File: src/rtl/sram_rd_streamer.sv
// Streams a burst of consecutive SRAM words to a valid/ready consumer.
// A 2-entry FIFO plus a Q bypass keeps full throughput without ever dropping a word.
module sram_rd_streamer #(
    parameter int width = 64,
    parameter int num   = 2048
) (
    input  logic             clk,
    input  logic             reset,
    input  logic             start,
    input  logic [10:0]      base_addr,
    input  logic [11:0]      len,
    output logic             busy,
    output logic             done,
    output logic             CEN,
    output logic             WEN,
    output logic [10:0]      A,
    input  logic [width-1:0] Q,
    output logic [width-1:0] out_data,
    output logic             out_valid,
    input  logic             out_ready
);

    typedef enum logic [1:0] {IDLE, READ, DRAIN, FIN} state_t;

    localparam logic [10:0] LAST_ADDR = 11'(num - 1);

    state_t           state;
    state_t           state_next;
    logic [10:0]      addr;
    logic [10:0]      next_addr;
    logic [11:0]      rd_left;
    logic [11:0]      xfer_left;
    logic             in_flight;
    logic [width-1:0] fifo_mem [2];
    logic             wr_ptr;
    logic             rd_ptr;
    logic [1:0]       count;
    logic             pop;
    logic             fifo_pop;
    logic             push;
    logic             space;
    logic             issue;
    logic [2:0]       pending;

    // The word arriving on Q is visible directly when the FIFO is empty,
    // so it is only stored if it is not consumed in its arrival cycle.
    always_comb begin
        out_valid = (count != 2'd0) || in_flight;
        out_data  = (count != 2'd0) ? fifo_mem[rd_ptr] : Q;
        pop       = out_valid && out_ready;
        fifo_pop  = pop && (count != 2'd0);
        push      = in_flight && !(pop && (count == 2'd0));
        pending   = {1'b0, count} + {2'b00, in_flight} - {2'b00, pop};
        space     = pending < 3'd2;
        issue     = (state == READ) && space;
        next_addr = (addr == LAST_ADDR) ? 11'd0 : addr + 11'd1;
    end

    always_comb begin
        state_next = state;
        case (state)
            IDLE:    if (start) state_next = (len == 12'd0) ? FIN : READ;
            READ:    if (issue && rd_left == 12'd1) state_next = DRAIN;
            DRAIN:   if (pop && xfer_left == 12'd1) state_next = FIN;
            FIN:     state_next = IDLE;
            default: state_next = IDLE;
        endcase
    end

    assign busy = (state == READ) || (state == DRAIN);
    assign done = (state == FIN);
    assign CEN  = !issue;
    assign WEN  = 1'b1;
    assign A    = addr;

    // A stays on the last address read so it holds steady once the burst ends.
    always_ff @(posedge clk) begin
        if (reset) begin
            state     <= IDLE;
            addr      <= 11'd0;
            rd_left   <= 12'd0;
            xfer_left <= 12'd0;
            in_flight <= 1'b0;
            count     <= 2'd0;
            wr_ptr    <= 1'b0;
            rd_ptr    <= 1'b0;
        end else begin
            state     <= state_next;
            in_flight <= issue;
            if (state == IDLE) begin
                if (start && len != 12'd0) begin
                    addr      <= base_addr;
                    rd_left   <= len;
                    xfer_left <= len;
                end
            end else begin
                if (issue) begin
                    rd_left <= rd_left - 12'd1;
                    if (rd_left != 12'd1) addr <= next_addr;
                end
                if (pop) xfer_left <= xfer_left - 12'd1;
            end
            if (push) wr_ptr <= ~wr_ptr;
            if (fifo_pop) rd_ptr <= ~rd_ptr;
            count <= count + {1'b0, push} - {1'b0, fifo_pop};
        end
    end

    always_ff @(posedge clk) begin
        if (push) fifo_mem[wr_ptr] <= Q;
    end

endmodule

File: config.mk
export PLATFORM = sky130hd
export DESIGN_NAME = sram_rd_streamer
export DESIGN_NICKNAME = d
export VERILOG_FILES = /design/src/rtl/sram_rd_streamer.sv
export SDC_FILE = /design/constraint.sdc
export NUM_CORES = 1
export LEC_CHECK = 0
export ABC_AREA = 1
export BUFFER_PORTS_ARGS = -buffer_cell sky130_fd_sc_hd__buf_2
export CORE_MARGIN = 5
export CORE_UTILIZATION = 50
export DETAILED_ROUTE_END_ITERATION = 8
export PLACE_DENSITY = 0.79
export SLEW_MARGIN = 5
export SYNTH_ARGS = -nofsm -noshare
export SYNTH_HDL_FRONTEND = slang
export SYNTH_SLANG_ARGS = --single-unit
File: constraint.sdc
create_clock -name clk -period 4.2 [get_ports clk]
set_input_delay 0.84 -clock clk [delete_from_list [all_inputs] [get_ports clk]]
set_output_delay 0.84 -clock clk [all_outputs]
set_load 0.01 [all_outputs]
==> summary.md <==
The leakage power figure was 4.373 nW. The tools report the number of global-route vias before repair as 6,053. Pin count of the biggest net entering global routing: 93. Between clock sinks in the finished design, the worst skew comes to 0.005932 ns. Summed over all nets, the switching power comes to 0.002831 W.

The initial antenna violation count is 0. 0 antenna diodes ended up in the layout. In this design, the largest share of critical-path delay is due to adder cells. The count of instances resized after the clock tree is built was 0; the mux share of post-synthesis cell area was 0%.

Post-CTS timing repair inserted 0 buffers for setup. The detailed router finished its first iteration with 359 violations. For this run, the number of Yosys warnings is 0. Across the run, the number of max-cap violations was 0. For the pin with the worst max-slew slack, the measured transition is 1.189 ns. The detail route stage leaves a number of antenna-violating nets equal to 0. Summed over all layers, the global routing overflow is 0. The tools report the worst IR drop on VDD as 0.5398 mV.

The initial utilization of the core area, before any placement, comes to 50.49%. The standard-cell row count is 47, and the maximum buffer depth of the clock tree is 2. Global routing consumed, over all layers together, 17.88% of the routing resources. The adder-cell share of the synthesized area was 1.896%. The run gives 2.50 ns as the data arrival time of the critical path. The count of buffers inserted at the top-level ports is 169. TritonCTS built the clock tree. Counting every net in the synthesized netlist gives 1,070. The count of clock tree sinks was 171.

The critical path is of the primary input to output pin type. The cell total after placement is 1,321. In this design, the critical path's most frequently occurring cell is inv_1. The count of hold-fix buffers inserted at cts is 0.

The share of the Yosys chip area taken by registers is 56.58%. The chip height is 139.0 µm, and the number of primary I/O pins is 171. The critical path runs through a total of 13 cells. The layout cell share with drive strength beyond 1 was 21.45%. The count of buffer and inverter cells on the critical path is 6, and the post-synthesis instance area is 8314 µm². The tools report the worst setup margin as 0.8584 ns. Setup repair after global routing left no endpoint under its margin. Cells fill 60.11% of the core in the end. In this run the mean area of a mapped cell was 8.598 µm². The area growth from synthesis to layout is 19.04%.

The clock transition time at the flip-flop clock pins of the worst setup and hold paths came out at 0.07 ns. The tools report the global routing met3 resource utilization as 5.034%. The depth of the worst register-to-register path was 15; the filler cell count in the final layout was 1,403.

After global routing, the most crowded layer is met2. The worst setup path is launched from a primary input. The accumulated negative setup slack was 0 ns. The tools report the number of hold violations in the final report as 0. Worst slew slack as a fraction of its limit: 20.67%. The tools report the post-placement setup slack as 0.8890 ns. Sequential share of power: 34.9%. The global routing usage on met1 was 23.73%; the async set-or-reset flop fraction in the synthesized netlist was 0%. The power density normalized to cell area was 677.4 nW/µm². The commonest register cell after synthesis was edfxtp_1. The run gives 11,790 µm as the placed wire-length estimate.

Static timing analysis puts the maximum clock frequency at 0.2993 GHz. In this run switching power makes up 42.22% of total power. The tools report the post-route total power as 0.006704 W.

The instance count along the most critical hold path is 1. After Yosys synthesis, and, or, nand and nor cells account for 20.87% of the synthesized area. Full die area: 19,310 µm². Dividing the detail-routed wire length by the instance count gives 12.86 µm. The critical path goes through buf_2 > inv_1 > a21oi_2 > inv_1 > nor2_1 > o21ai_0 > fa_1 > nand2_1 > inv_1 > nand2_1 > nor2_2 > inv_2 > buf_2. At the later pin of the worst-skew pair, clock insertion delay measures 0.43 ns. The largest fanout on the critical path works out to 3. Counting the buffers created by CTS gives 17. The synthesized netlist devotes 11.81% of its cell area to compound gates. Before antenna repair, the detailed router went through 5 iterations. CTS built an H-tree with a depth of 4.

The post-synthesis cell type count was 34. The share of the clock period used by the worst path works out to 79.56%. Internal cell power: 0.003873 W.

Synthesis produced a netlist whose cell count is 967. Counting flops with a built-in enable in the synthesized netlist gives 128. The worst hold path belongs to the class flip-flop to flip-flop. Per report_power, the combinational group accounts for 42.8% of the total. The clock network is responsible for 22.3% of the overall power. For the core outline area, the log shows 16,470 µm². The die is 139.0 µm wide. The final layout contains routed wiring with a total length of 17,410 µm. The run gives 28,550 µm as the first-pass GRT wire length. Cell at the root of the clock tree: clkbuf_16. The run finished with clean final reports. Detailed-route DRC error count: 0.

Max-slew violation count: 0. Setup violations remaining at the end of the flow were counted as 0. For the met2 layer usage reported by global route, the log shows 29.46%. The worst setup path is captured at an output pin. After Yosys synthesis, XOR and XNOR cells account for 0.9481% of the synthesized area.

The endpoint required time on the critical path was 3.36 ns. At the end of the flow, the number of nets in the layout was 1,223. Routability-driven placement finished with a final weighted congestion of 0.8102. The largest stage delay on the critical path was 0.51 ns. Among all stages on the critical path, the largest delay is contributed by fa_1. The average via count per standard cell was 4.948; the overall via count from detail_route was 6,695. The number of synthesized register bits is 171, and the number of standard cells in the layout, taps in and fillers out is 1,353. By area, the combinational part of the netlist is dominated by simple AND/OR/NAND/NOR gates.

After layout, the minimum clock period comes to 3.342 ns.
stage by stage:
stage	hold WS [ns]	area, µm²
floorplan	0.4257	8319
global placement	0.4258	9319
detailed placement	0.4387	9319
CTS	0.4513	9897
global route	0.4837	9897
finish	0.4447	9897
power by group through the flow:
stage,Clock [W],Combinational (W),Sequential [W]
6_report,0.00150,0.00287,0.00234
5_1_grt,0.00161,0.00328,0.00238
4_1_cts,0.00153,0.00288,0.00234
3_5_place_dp,0,0.00287,0.00237
3_3_place_gp,0,0.00281,0.00236
2_1_floorplan,0,0.00218,0.00227
state kept, by name, summed over array words and instances, names as in the netlist, named ones only:
name	count
fifo_mem	128
xfer_left	12
in_flight	1
rd_left	12
count	2
rd_ptr	1
state	2
A	11
wr_ptr	1
routing by layer:
layer	wire length, µm	vias to the layer above	share of wire (%)
met4	149	0	0.86
met5	0	-	0
met3	1196	16	6.9
met2	8181	205	47
met1	7878	3026	45
li1	-	3448	-
cell usage after synthesis, types with 2 or more instances:
cell type / number / area, µm²
a21oi_1: 12 / 60.06
buf_1: 3 / 11.26
buf_2: 16 / 80.08
clkbuf_1: 20 / 75.07
dfxtp_1: 43 / 860.8
edfxtp_1: 128 / 3844
ha_1: 11 / 137.6
inv_1: 114 / 427.9
inv_2: 5 / 18.77
nand2_1: 256 / 960.9
nand2_4: 4 / 45.04
nand3_1: 26 / 130.1
nand4_1: 3 / 18.77
nor2_1: 100 / 375.4
nor2_2: 17 / 106.4
nor3_1: 2 / 10.01
o21ai_0: 158 / 790.8
o21ai_1: 23 / 115.1
or2_1: 2 / 12.51
or2_2: 3 / 18.77
xnor2_1: 3 / 26.28
xor2_1: 6 / 52.55
final cells by class:
type                    instances  area (µm²)  share of cell area (%)
clock inverters                15       152.6                   1.542
inverters                     119       446.7                   4.513
repair buffers                176       910.9                   9.204
multi-input cells             635        2978                   30.09
well taps                     220       275.3                   2.781
flip-flops and latches        171        4708                   47.57
clock buffers                  17       425.4                   4.298
path summary, 6_finish.rpt:
kind	from	end	slack (ns)
setup / recovery	out_ready	CEN	0.86
hold / removal	rd_ptr	flip-flop	0.44
setup reg to reg	count[1]	rd_left[7]	1.65
hold reg to reg	rd_ptr	flip-flop	0.44
placed cells by master (no fill, tap or decap), drive strengths merged, types with 5 or more instances in the layout:
cell type    n
clkinv       8
dfxtp       43
o21ai      181
nor2       117
nand2      262
clkbuf      17
ha          11
or2          5
buf        176
a21oi       13
edfxtp     128
nand3       27
xor2         6
inv        125
cells by family (layout without fill, tap and decap cells):
family                     Yosys count  in the layout
and+or+nand+nor                    418            418
AOI/OAI and AO/OA                  195            195
DFF                                171            171
buffers and inverters              161            327
adders and majority gates           12             12
xor gates and xnor gates             9              9
other                                1              1
No activity file was read; power rests on OpenSTA's default activity.
